**config.mk**
```make
export PLATFORM = sky130hd
export DESIGN_NAME = mix_cols
export DESIGN_NICKNAME = d
export VERILOG_FILES = /design/src/rtl/mix_cols.sv
export SDC_FILE = /design/constraint.sdc
export NUM_CORES = 1
export LEC_CHECK = 0
export ABC_AREA = 1
export BUFFER_PORTS_ARGS = -buffer_cell sky130_fd_sc_hd__buf_2
export CORE_MARGIN = 2
export CORE_UTILIZATION = 50
export CTS_CLUSTER_DIAMETER = 150
export DETAILED_ROUTE_END_ITERATION = 12
export HOLD_SLACK_MARGIN = 0.05
export PLACE_DENSITY = 0.74
export SYNTH_ARGS = -nofsm -noshare
export SYNTH_HDL_FRONTEND = slang
export SYNTH_SLANG_ARGS = --single-unit
```
**constraint.sdc**
```tcl
create_clock -name clk -period 4.8 [get_ports clk]
set_input_delay 0.24 -clock clk [delete_from_list [all_inputs] [get_ports clk]]
set_output_delay 0.24 -clock clk [all_outputs]
set_load 0.01 [all_outputs]
```
**src/rtl/mix_cols.sv**
```systemverilog
// AES MixColumns / InvMixColumns stage: one 128-bit state per enabled cycle, registered result.
// Pure XOR/xtime datapath with a single pipeline register.
module mix_cols #(
    parameter int unsigned INVERSE = 0
) (
    input  logic         clk,
    input  logic         rst,
    input  logic [127:0] data_in,
    input  logic         i_en,
    output logic [127:0] data_out,
    output logic         o_en
);

    localparam int unsigned STATE_W = 128;
    localparam int unsigned COL_W   = 32;
    localparam int unsigned NUM_COL = STATE_W / COL_W;

    // Multiply by x modulo x^8+x^4+x^3+x+1
    function automatic logic [7:0] xt(input logic [7:0] b);
        return {b[6:0], 1'b0} ^ (b[7] ? 8'h1b : 8'h00);
    endfunction

    function automatic logic [31:0] mix_fwd(input logic [31:0] col);
        logic [7:0] s0, s1, s2, s3;
        logic [7:0] d0, d1, d2, d3;
        s0 = col[31:24];
        s1 = col[23:16];
        s2 = col[15:8];
        s3 = col[7:0];
        d0 = xt(s0);
        d1 = xt(s1);
        d2 = xt(s2);
        d3 = xt(s3);
        return {d0 ^ (d1 ^ s1) ^ s2 ^ s3,
                s0 ^ d1 ^ (d2 ^ s2) ^ s3,
                s0 ^ s1 ^ d2 ^ (d3 ^ s3),
                (d0 ^ s0) ^ s1 ^ s2 ^ d3};
    endfunction

    // x9 = x8^x, xb = x8^x2^x, xd = x8^x4^x, xe = x8^x4^x2
    function automatic logic [31:0] mix_inv(input logic [31:0] col);
        logic [7:0] s [4];
        logic [7:0] m9 [4];
        logic [7:0] mb [4];
        logic [7:0] md [4];
        logic [7:0] me [4];
        logic [7:0] x2, x4, x8;
        for (int k = 0; k < 4; k++) begin
            s[k]  = col[31-8*k -: 8];
            x2    = xt(s[k]);
            x4    = xt(x2);
            x8    = xt(x4);
            m9[k] = x8 ^ s[k];
            mb[k] = x8 ^ x2 ^ s[k];
            md[k] = x8 ^ x4 ^ s[k];
            me[k] = x8 ^ x4 ^ x2;
        end
        return {me[0] ^ mb[1] ^ md[2] ^ m9[3],
                m9[0] ^ me[1] ^ mb[2] ^ md[3],
                md[0] ^ m9[1] ^ me[2] ^ mb[3],
                mb[0] ^ md[1] ^ m9[2] ^ me[3]};
    endfunction

    logic [STATE_W-1:0] mixed_c;

    always_comb begin
        mixed_c = '0;
        for (int c = 0; c < int'(NUM_COL); c++) begin
            if (INVERSE != 0)
                mixed_c[127-32*c -: 32] = mix_inv(data_in[127-32*c -: 32]);
            else
                mixed_c[127-32*c -: 32] = mix_fwd(data_in[127-32*c -: 32]);
        end
    end

    // Output register: data_out holds when no new state is presented
    always_ff @(posedge clk or posedge rst) begin
        if (rst) begin
            data_out <= '0;
            o_en     <= 1'b0;
        end else begin
            o_en <= i_en;
            if (i_en)
                data_out <= mixed_c;
        end
    end

endmodule

```
# --- Yosys cells after proc, flatten, opt, wreduce, memory -nomap -nowiden ---
# Index checks and enable logic that the tools add are counted.
# Widths: inputs -> output; s select.
classes:
  bitwise: 80
  n_mux: 16
op_table:
  columns: ["cell", "count"]
  rows:
  - ["$xor 8x8->8", 64]
  - ["$xor 8x5->8", 16]
  - ["$mux 5", 16]
totals:
  output_inout_bits: 129
  wordCells: 98
  register_bits: 129

# --- Logic depth before layout (Yosys ltp) ---
depth:
  ltp_word: 6
  ltp_mapped: 10
  ltp_nobuf: 10

# --- Worst setup path after synthesis ---
# No wires, ideal clock.
synth_path:
  path_kind: "in2reg"
  start: "input port data_in[22]"
  end: "register data_out[31]"
  arrival_ns: 0.901
  setup_slack_ns: 3.781
  path_stages: 7
  n_path_buf: 1
  setup_ns: 0.118
  path_cell_list: "buf_2 -> xnor2_1 -> nand2_1 -> nand2_1 -> nand2_1 -> nand3_1 -> nand2_1"
synth_via:
  elab_chain_cells: 5
synth_rtl:
  columns: ["element", "line", "rtl"]
  rows:
  - ["start, declared", "8", "input logic [127:0] data_in,"]
  - ["$xor 8x5->8", "20", "return {b[6:0], 1'b0} ^ (b[7] ? 8'h1b : 8'h00);"]
  - ["$xor 8x8->8 (4 in series)", "34", "return {d0 ^ (d1 ^ s1) ^ s2 ^ s3,"]
  - ["end signal, assigned", "84", "data_out <= mixed_c;"]
  - ["end, declared", "10", "output logic [127:0] data_out,"]
# Every way passes these cells.
# A chain may end at the register's enable or synchronous reset.

==> impl_metrics.ini <==
[grt]
grt.overflow.total = 0
first_global_vias = 12214
grt_max_degree = 98
antenna_found_initial = 2
grt_usage_pct = 27.1
grt_pass1_wl_um = 57100

[die]
die_h_um = 159
die_w_um = 159
initial_utilization_pct = 51.0
die-area_mm2 = 0.0252
rows = 56
design.portCount = 260
core-area_mm2 = 0.0235

[routing]
ant_nets = 0
drc_errors = 0
wl_um = 34700
viasPerCell = 5.00
routedWlPerCell_um = 12.7
vias = 13687
drt_iter0_markers = 960
drt_first_pass_iters = 9

[finish]
area_growth_pct = 16.1
fill_cells = 2380
layout-drive-gt1-share_pct = 12.9
fin_nets = 2534
postLayoutCellArea_mm2 = 0.0139

[clock_tree]
cts_setup_buffers = 0
root_buffer = clkbuf_16
cts_hold_buffers = 0
h-tree-depth = 4
numClockSinks = 129
cts_tree = done
cts_resized = 0
clk_latency_ps = 410
cts_max_path_buffers = 2
clk_pin_slew_ps = 60
cts_buffers = 17

[timing]
rsz0062_at_grt = no
max_freq_ghz = 0.554
final_max_slew_viol_count = 0
period_share_pct = 37.6
relSlewSlack_pct = 31.0
fin_skew_ps = 0
worst_pin_slew_ps = 1040
finalSetupViolations = 0
hold_viol = 0
fin_crit_ps = 1800
fin_setup_tns_ps = 0

[yosys]
syn-num-nets = 2324
synth_warnings = 0
synth_edf_count = 0
netlist_top_cells_count = nand2_1, nand3_1, inv_1
ys.flop_type = dfrtp_1
netlist_instances = 2193
ys_seq_elements = 129
synth_area_per_cell_um2 = 5.47
ys_types = 23
ys_seq_area_share_pct = 26.9
syn_area_mm2 = 0.0120
yosys.area.top_type = nand2_1
synth.most_common_cell = nand2_1
yosys-top-cells-area = nand2_1, dfrtp_1, nand3_1
async_flop_share_pct = 100
synth_top_cell_area_share_pct = 43.0

[power_and_ir_drop]
p_int_w = 0.00259
ir_worst_vdd_mv = 0.152
p_clk_share_pct = 34.7
p_sw_w = 0.00148
power_frac_seq_pct = 33.0
p_leak_nw = 8.93
comb_power_share_pct = 32.3
swShare_pct = 36.3
power_density_mw_per_mm2 = 292

[setup_path]
crit_type = input pin to flip-flop
crit_arrival_ps = 2110
reg2reg_depth = 2
cp.required_ps = 5110
start_kind = input pin
critPathMaxFanout = 97
endpoint_kind = flip-flop

[placement]
place.gp.congestion = 0.898
place_hpwl_um = 25800
port-buffer-count = 259
dpl_cell_area_mm2 = 0.0133

[worst_hold_path]
hold_class = input pin to asynchronous set/reset pin

[job]
cap_violations = 0

[outcome]
status = completed
[stage by stage]
stage	instances	worst slack [ps]	util (%)	hold slack [ps]	total power, W
after floorplan	2193	1120	-	271	0.00222
after global placement	2703	2590	56.5	457	0.00264
after detailed placement	2703	2540	56.5	460	0.00266
after CTS	2735	2990	59.1	54.8	0.00408
after global routing	2737	2790	59.2	101	0.00432
final	2737	3000	59.2	8.54	0.00406
[power groups by stage]
stage | logic, W | clock network [W] | registers [W]
CTS | 0.00131 | 0.00143 | 0.00134
detailed placement | 0.00131 | 0 | 0.00136
global route | 0.00149 | 0.00147 | 0.00136
global placement | 0.00128 | 0 | 0.00136
floorplan | 0.000793 | 0 | 0.00143
finish | 0.00131 | 0.00141 | 0.00134
[worst max-delay path, cell delays in order]
cell     delay [ps]
buf_4           630
inv_4           600
buf_4           450
nand2_1         100
nand2_1          60
[cells in the final DEF (no fill, tap or decap)]
master | Yosys | final
inv_4 | 0 | 1
a21o_1 | 1 | 1
clkinv_4 | 0 | 4
clkbuf_16 | 0 | 17
xnor2_2 | 2 | 2
buf_2 | 25 | 258
clkinv_2 | 0 | 5
inv_1 | 196 | 194
inv_6 | 0 | 2
nand3_1 | 262 | 262
bufinv_16 | 0 | 4
nand3b_1 | 26 | 26
o21bai_1 | 1 | 1
xnor2_1 | 22 | 22
nor2_1 | 38 | 38
xor2_1 | 46 | 46
inv_2 | 9 | 9
buf_4 | 12 | 4
o21ai_0 | 5 | 5
nand2_2 | 2 | 2
dfrtp_1 | 129 | 129
o21ai_1 | 6 | 6
nand2_1 | 1374 | 1374
o21ai_2 | 1 | 1
xor2_4 | 2 | 2
diode_2 | 0 | 2
clkbuf_1 | 10 | 1
[flip-flops by register name, summed over array words and instances (netlist names)]
name / flops
data_out: 128
o_en: 1
[metal layers]
metal  share of wire [%]  wire length [µm]  track usage, %  vias to the layer above
met4                 2.2               750            8.84                        0
met1                  46             16100            36.6                     6068
met5                   0                 0               0                        -
met2                  45             15800            45.0                      460
li1                    -                 -               -                     7107
met3                 6.2              2160            3.74                       52
[area by class of cell]
| cell class | instances | area (µm²) | share of cell area, % |
|---|---|---|---|
| inverters | 205 | 777 | 5.58 |
| multi-input cells | 1788 | 7580 | 54.4 |
| clock inverters | 14 | 189 | 1.36 |
| well taps | 319 | 399 | 2.87 |
| diodes | 2 | 5.00 | 0.0359 |
| clock buffers | 18 | 429 | 3.08 |
| flip-flops and latches | 129 | 3230 | 23.2 |
| repair buffers | 262 | 1320 | 9.49 |
[worst paths after layout]
path	from	end	slack, ps
worst max register to register	data_out[103]	data_out[103]	4130
worst min register to register	data_out[123]	data_out[123]	470
worst min-delay path	rst	data_out[2]	9
min in group clk	data_in[90]	data_out[82]	240
max in group asynchronous	rst	data_out[32]	3710
worst max-delay path	i_en	data_out[13]	3000
[cell families after synthesis]
logic type                synth area share (%)
AOI/OAI and AO/OA                        0.657
buffers and inverters                     9.90
DFF                                       26.9
xor gates and xnor gates                  5.69
and+or+nand+nor                           56.8
Power figures use the tool's default switching activity.
